[src/rtl/latch_sequencer.sv]
// latch_sequencer: presents a data word on the bus and strobes one of N_LATCH latch enables with SETUP/LATCH/HOLD timing.
// Latency: accept at edge T -> SETUP from T+1, LATCH from T+S+1, HOLD from T+S+L+1; every output is a flop.
// Backpressure: in_ready low while busy; with LATCH_SEQ_BUF_EN defined a one-entry buffer holds one more word.
module latch_sequencer #(
  parameter int DATA_W    = 8,
  parameter int N_LATCH   = 8,
  parameter int SEL_W     = 3,
  parameter int SETUP_CYC = 1,
  parameter int LATCH_CYC = 2,
  parameter int HOLD_CYC  = 1
) (
  input  logic              clk,
  input  logic              rst_n,
  input  logic              in_valid,
  output logic              in_ready,
  input  logic [SEL_W-1:0]  in_sel,
  input  logic [DATA_W-1:0] in_data,
  output logic [DATA_W-1:0] data_out,
  output logic [N_LATCH-1:0] latch_out,
  output logic              idle,
  output logic              done,
  output logic              err
);

  typedef enum logic [1:0] {S_IDLE, S_SETUP, S_LATCH, S_HOLD} state_t;

  localparam int MAX_SL  = (SETUP_CYC > LATCH_CYC) ? SETUP_CYC : LATCH_CYC;
  localparam int MAX_CYC = (MAX_SL > HOLD_CYC) ? MAX_SL : HOLD_CYC;
  localparam int CNT_W   = $clog2(MAX_CYC + 1);

  localparam logic [CNT_W-1:0] SETUP_LD = CNT_W'(SETUP_CYC - 1);
  localparam logic [CNT_W-1:0] LATCH_LD = CNT_W'(LATCH_CYC - 1);
  localparam logic [CNT_W-1:0] HOLD_LD  = CNT_W'(HOLD_CYC - 1);

  state_t              state_q, state_d;
  logic [CNT_W-1:0]    cnt_q, cnt_d;
  logic [SEL_W-1:0]    sel_q, sel_d;
  logic [DATA_W-1:0]   wdata_q, wdata_d;

  logic [DATA_W-1:0]   data_out_q, data_out_d;
  logic [N_LATCH-1:0]  latch_out_q, latch_out_d;
  logic                idle_q, idle_d;
  logic                done_q, done_d;
  logic                err_q, err_d;
  logic                in_ready_q, in_ready_d;

`ifdef LATCH_SEQ_BUF_EN
  logic                buf_full_q, buf_full_d;
  logic [SEL_W-1:0]    buf_sel_q, buf_sel_d;
  logic [DATA_W-1:0]   buf_data_q, buf_data_d;
`endif

  logic accept;
  assign accept = in_valid && in_ready_q;

  // Select values past the last latch line still run the full timing but never strobe.
  function automatic logic sel_ok(input logic [SEL_W-1:0] s);
    return 32'(s) < 32'(N_LATCH);
  endfunction

  // State register: FSM, phase counter, working word, optional buffer and registered outputs.
  always_ff @(posedge clk) begin
    if (!rst_n) begin
      state_q     <= S_IDLE;
      cnt_q       <= '0;
      sel_q       <= '0;
      wdata_q     <= '0;
      data_out_q  <= '0;
      latch_out_q <= '0;
      idle_q      <= 1'b1;
      done_q      <= 1'b0;
      err_q       <= 1'b0;
      in_ready_q  <= 1'b0;
`ifdef LATCH_SEQ_BUF_EN
      buf_full_q  <= 1'b0;
      buf_sel_q   <= '0;
      buf_data_q  <= '0;
`endif
    end else begin
      state_q     <= state_d;
      cnt_q       <= cnt_d;
      sel_q       <= sel_d;
      wdata_q     <= wdata_d;
      data_out_q  <= data_out_d;
      latch_out_q <= latch_out_d;
      idle_q      <= idle_d;
      done_q      <= done_d;
      err_q       <= err_d;
      in_ready_q  <= in_ready_d;
`ifdef LATCH_SEQ_BUF_EN
      buf_full_q  <= buf_full_d;
      buf_sel_q   <= buf_sel_d;
      buf_data_q  <= buf_data_d;
`endif
    end
  end

  // Next state: walk SETUP -> LATCH -> HOLD, reloading the single counter on each phase entry.
  always_comb begin
    state_d = state_q;
    cnt_d   = cnt_q;
    sel_d   = sel_q;
    wdata_d = wdata_q;
`ifdef LATCH_SEQ_BUF_EN
    buf_full_d = buf_full_q;
    buf_sel_d  = buf_sel_q;
    buf_data_d = buf_data_q;
    // A word arriving while busy parks in the buffer; the HOLD exit below may claim it directly.
    if (accept && (state_q != S_IDLE)) begin
      buf_full_d = 1'b1;
      buf_sel_d  = in_sel;
      buf_data_d = in_data;
    end
`endif
    case (state_q)
      S_IDLE: begin
        if (accept) begin
          state_d = S_SETUP;
          cnt_d   = SETUP_LD;
          sel_d   = in_sel;
          wdata_d = in_data;
        end
      end
      S_SETUP: begin
        if (cnt_q == '0) begin
          state_d = S_LATCH;
          cnt_d   = LATCH_LD;
        end else begin
          cnt_d = cnt_q - CNT_W'(1);
        end
      end
      S_LATCH: begin
        if (cnt_q == '0) begin
          state_d = S_HOLD;
          cnt_d   = HOLD_LD;
        end else begin
          cnt_d = cnt_q - CNT_W'(1);
        end
      end
      S_HOLD: begin
        if (cnt_q == '0) begin
`ifdef LATCH_SEQ_BUF_EN
          if (buf_full_q) begin
            state_d    = S_SETUP;
            cnt_d      = SETUP_LD;
            sel_d      = buf_sel_q;
            wdata_d    = buf_data_q;
            buf_full_d = 1'b0;
          end else if (accept) begin
            // Word offered in the very last HOLD cycle goes straight to SETUP.
            state_d    = S_SETUP;
            cnt_d      = SETUP_LD;
            sel_d      = in_sel;
            wdata_d    = in_data;
            buf_full_d = 1'b0;
          end else begin
            state_d = S_IDLE;
          end
`else
          state_d = S_IDLE;
`endif
        end else begin
          cnt_d = cnt_q - CNT_W'(1);
        end
      end
      default: state_d = S_IDLE;
    endcase
  end

  // Outputs are computed from the next state so they register in step with the FSM.
  always_comb begin
    data_out_d  = (state_d != S_IDLE) ? wdata_d : '0;
    latch_out_d = '0;
    if ((state_d == S_LATCH) && sel_ok(sel_d)) begin
      latch_out_d = N_LATCH'(1) << sel_d;
    end
    done_d = (state_d == S_HOLD) && (cnt_d == '0);
    err_d  = accept && !sel_ok(in_sel);
`ifdef LATCH_SEQ_BUF_EN
    idle_d     = (state_d == S_IDLE) && !buf_full_d;
    in_ready_d = !buf_full_d;
`else
    idle_d     = (state_d == S_IDLE);
    in_ready_d = (state_d == S_IDLE);
`endif
  end

  assign in_ready  = in_ready_q;
  assign data_out  = data_out_q;
  assign latch_out = latch_out_q;
  assign idle      = idle_q;
  assign done      = done_q;
  assign err       = err_q;

endmodule

[config.mk]
export PLATFORM = sky130hd
export DESIGN_NAME = latch_sequencer
export DESIGN_NICKNAME = d
export VERILOG_FILES = /design/src/rtl/latch_sequencer.sv
export SDC_FILE = /design/constraint.sdc
export NUM_CORES = 1
export LEC_CHECK = 0
export CORE_MARGIN = 2
export CORE_UTILIZATION = 40
export DETAILED_ROUTE_END_ITERATION = 7
export GPL_ROUTABILITY_DRIVEN = 0
export PLACE_DENSITY = 0.69
export SETUP_SLACK_MARGIN = 0.4
export SYNTH_ARGS = -nofsm -noshare
export SYNTH_HDL_FRONTEND = slang
export SYNTH_SLANG_ARGS = --single-unit
[constraint.sdc]
create_clock -name clk -period 2.7 [get_ports clk]
set_input_delay 0.27 -clock clk [delete_from_list [all_inputs] [get_ports clk]]
set_output_delay 0.27 -clock clk [all_outputs]
set_load 0.01 [all_outputs]
After elaboration in Yosys (flattened, before gate mapping). Cells that the tools add are included.

Add/subtract/negate cells: 1. Multipliers: 0. Div/mod/pow operators: 0. $lt $le $gt $ge: 0. Equality and inequality tests: 5. Shift operators: 1. Multiplexer cells: 14. Bitwise logic cells: 0. Reduce and logical (&&, ||, !) cells: 9.

Operator list (number): 2-bit two-way mux (8); 8-bit two-way mux (2); 2-bit one-hot mux with 4 select lines (2); 2-bit equality test, second input constant (4); 2-bit logical NOT (4); 1-bit by 3-bit left shift with 8-bit output, first input constant (1); 3-bit two-way mux (2); 2-bit AND reduction (2); 2-bit by 1-bit equality test with 1-bit output, second input constant (1); 1-bit logical AND (2); 2-bit nonzero test (1); 2-bit by 1-bit subtractor with 2-bit output, second input constant (1).

Register bits after elaboration: 34. Latch bits: 0. RAM bits: 0. ROM bits: 0. Bits of input ports: 14. Memories: 0.

Depth between registers and ports, before layout.
Word-level depth: 5. Mapped depth: 6. Depth with buffers taken out: 4.

Worst setup path after synthesis. No wires, ideal clock.

Path kind: flip-flop to flip-flop. Start point: reg state_q[0]. End point: reg latch_out_q[4], in the netlist latch_out[4]. Library setup time: 0.112 ns. Arrival: 1.347 ns. Data required time: 2.588 ns. Path slack: 1.241 ns. Stages on the path, launching flop included: 7. Period minus slack after synthesis: 1.459 ns. Cells stage by stage: dfxtp_1 -> buf_6 -> and4bb_4 -> buf_6 -> mux2i_1 -> nand3b_4 -> nor2_1.

Word-level cells in the longest chain between the ends: 4. Elaborated cells on any way between the ends: 13. Classes of those cells: 4 x eq/ne; 1 x shift; 6 x mux; 2 x reduce/logical.

Ends and longest elaborated chain: start, declared (RTL line 35) `state_t state_q, state_d;`; start signal, assigned (RTL line 80) `state_q <= state_d;`; 2-bit equality test, or another cell as far along (RTL line 115) `case (state_q)`; 2-bit one-hot mux with 4 select lines (RTL line 115); 2-bit equality test (RTL line 174) `if ((state_d == S_LATCH) && sel_ok(sel_d)) begin`; 2-bit AND reduction (no source line); end signal, assigned (RTL line 85) `latch_out_q <= latch_out_d;`; end, declared (RTL line 41) `logic [N_LATCH-1:0] latch_out_q, latch_out_d;`.

Several ways; a longest one is shown, not always the timed one. A chain may end at the register's enable or synchronous reset.

Final worst setup path.
Start point: reg in_ready_q, in the netlist in_ready. End point: out in_ready.

RTL lines: start, declared (RTL line 45) `logic in_ready_q, in_ready_d;`; start signal, assigned (RTL line 89) `in_ready_q <= in_ready_d;`; end, declared (RTL line 15) `output logic in_ready,`.

No word-level cell between the ends.

==> metrics.cfg <==
[floorplanning]
die_h_um = 58.3
rows = 19
die_w_um = 58.3
ioPinCount = 34
start_util_pct = 42.4
design.die.area_um2 = 3400
core_area_um2 = 2780

[worst_hold_path]
whs_path_depth = 2
holdPathEnd = wdata_q[3]
min_from = wdata_q[3]
hp-class = flip-flop to flip-flop

[timing]
fmax_mhz = 639
setup_tns_ps = 0
slew_viol_final = 0
fin_skew_ps = 6.57
fin_crit_sh_pct = 58.0
setup_viol = 0
rsz0062_at_grt = false
period_minus_slack_ps = 1570
hold_viol_final = 0
relSlewSlack_pct = 53.6
worst-slew-pin-transition_ps = 695
fin_hold_ws_ps = 469

[yosys]
netlist_instances = 121
syn_area_per_cell_um2 = 9.75
synthesis.nets = 135
synth_area_leaders = dfxtp_1, a211oi_1, nand2_1
yosysTopAreaCellShare_pct = 57.7
syn-cell-area_um2 = 1180
synth_top_area_cell = dfxtp_1
ys.warnings.count = 0
yosysSeqAreaShare_pct = 57.7
ys_ff_latch = 34
ys_types = 26

[routing]
drt_iter0_drc = 24
avgViaCountPerCell = 4.99
routedWlPerCell_um = 12.3
drt_pass1_iterations = 4
drt_wl_total_um = 2260
route.detailed.drc = 0
ant_nets = 0
vias = 918

[worst_setup_path]
timing.rr.end = latch_out[1]
path_class = flip-flop to output port
critical_path.top_delay_family = buffers and inverters
worstReg2RegStart = state_q[0]
crit_buf_inv = 1
worst-r2r-setup-slack_ps = 1140
path_cells = clkdlybuf4s50_1
critPathArrivalTime_ps = 1300
path_depth = 1
cp.required_ps = 2430
cp_max_fo = 5
slowest_delay_ps = 560
cp-end-kind = output port
reg2regPathDepth = 4
worst_path_max_delay_cell = clkdlybuf4s50_1
critPathLaunchType = flip-flop

[cts]
clk_pin_slew_ps = 90
cts_sinks = 34
cts_root_buffer = clkbuf_4
clkLatencyLatePin_ps = 330
ctsResizeCount = 0
clockBufferDepth = 2
cts_buffers = 5
cts-htree-levels = 2
cts_tree = done
ctsHoldBuffers = 0
cts_setup_buffers = 0

[cells_and_area]
area_delta_synth_final_pct = 31.2
drive_above_1_share_pct = 6.54
nets = 168
diodes = 0
mostFrequentLayoutCells = dfxtp_1, clkdlybuf4s50_1, nand2_1
final_common_cell = dfxtp_1

[global_routing]
grt_pass1_wl_um = 3840
grt_antenna_before_repair = 0
busiest_layer = met2
grt_use_met3_pct = 8.57
grt_start_max_net_pins = 25
grt_usage_pct = 15.2
grtUsageMet2_pct = 23.3
grt_pass1_vias = 878
gr-usage-met1_pct = 17.7
grt_overflow_total = 0

[place]
io_buffers = 32
post-dp-hpwl_um = 1620

[pwr]
peakVddDrop_v = 0.000601
p_leak_nw = 0.574
cellPowerDensity_nw_per_um2 = 882
report.power.total_mw = 1.37

[status]
status = complete, no violations

[job]
drv_cap = 0

==> cells in the mapped netlist <==
master / instances
clkbuf_1: 2
o211ai_1: 1
nand3b_4: 1
mux2_2: 1
and4bb_4: 1
dfxtp_1: 34
conb_1: 1
or2_1: 1
buf_6: 2
inv_1: 4
a21oi_1: 11
and3_1: 1
nand3_1: 2
nor4_1: 1
xor2_1: 1
nor3b_2: 1
buf_4: 1
xnor2_1: 1
nor2_1: 16
o2bb2ai_1: 1
mux2i_1: 3
nor3_1: 1
a211oi_1: 10
nand2b_1: 3
buf_2: 1
nand2_1: 19
==> power by group <==
| part | internal (mW) | switching (mW) |
|---|---|---|
| combinational | 0.210 | 0.244 |
| sequential | 0.585 | 0.0612 |
| clock | 0.117 | 0.148 |
| total | 0.912 | 0.453 |
==> kinds of logic after synthesis <==
group / count (synthesis) / synth area share, %
other: 1 / 0.318
xor gates and xnor gates: 2 / 1.48
DFF: 34 / 57.7
AOI/OAI and AO/OA: 23 / 12.4
and+or+nand+nor: 47 / 19.7
muxes: 4 / 3.50
buffers and inverters: 10 / 4.88
==> worst max-delay path by stage <==
stage / startpoint / slack, ps / to
2_1_floorplan: state_q[0] / 1240 / latch_out[4]
3_3_place_gp: in_valid / 870 / latch_out[5]
3_5_place_dp: in_valid / 810 / latch_out[1]
4_1_cts: in_ready / 1110 / in_ready
5_1_grt: state_q[0] / 1030 / latch_out[4]
6_report: in_ready / 1130 / in_ready
==> per-layer routing <==
| layer | vias up | part of all wire, % |
|---|---|---|
| met5 | - | 0 |
| li1 | 476 | - |
| met1 | 402 | 45 |
| met4 | 0 | 0.93 |
| met2 | 36 | 44 |
| met3 | 4 | 9.7 |
==> state kept, by name (all words and copies together), names as in the netlist <==
name,cells
data_out,8
latch_out,8
wdata_q,8
sel_q,3
cnt_q,2
state_q,2
done,1
idle,1
in_ready,1
==> per-stage QoR <==
stage	utilization, %	worst slack [ps]	cells	cell area [um2]
global route	55.6	1030	184	1550
floorplan	-	1240	121	1180
finish	55.6	1130	184	1550
detailed placement	53.8	806	178	1500
CTS	55.6	1110	184	1550
global placement	53.8	867	178	1500
==> layout make-up <==
cell class	instances	area [um2]
fill	271	1230
sequential	34	681
multi-input combinational	77	442
inverter	4	15.0
timing repair buffer	32	320
clock buffer	6	51.3
tap	31	38.8
No activity file was read; power rests on OpenSTA's default activity.
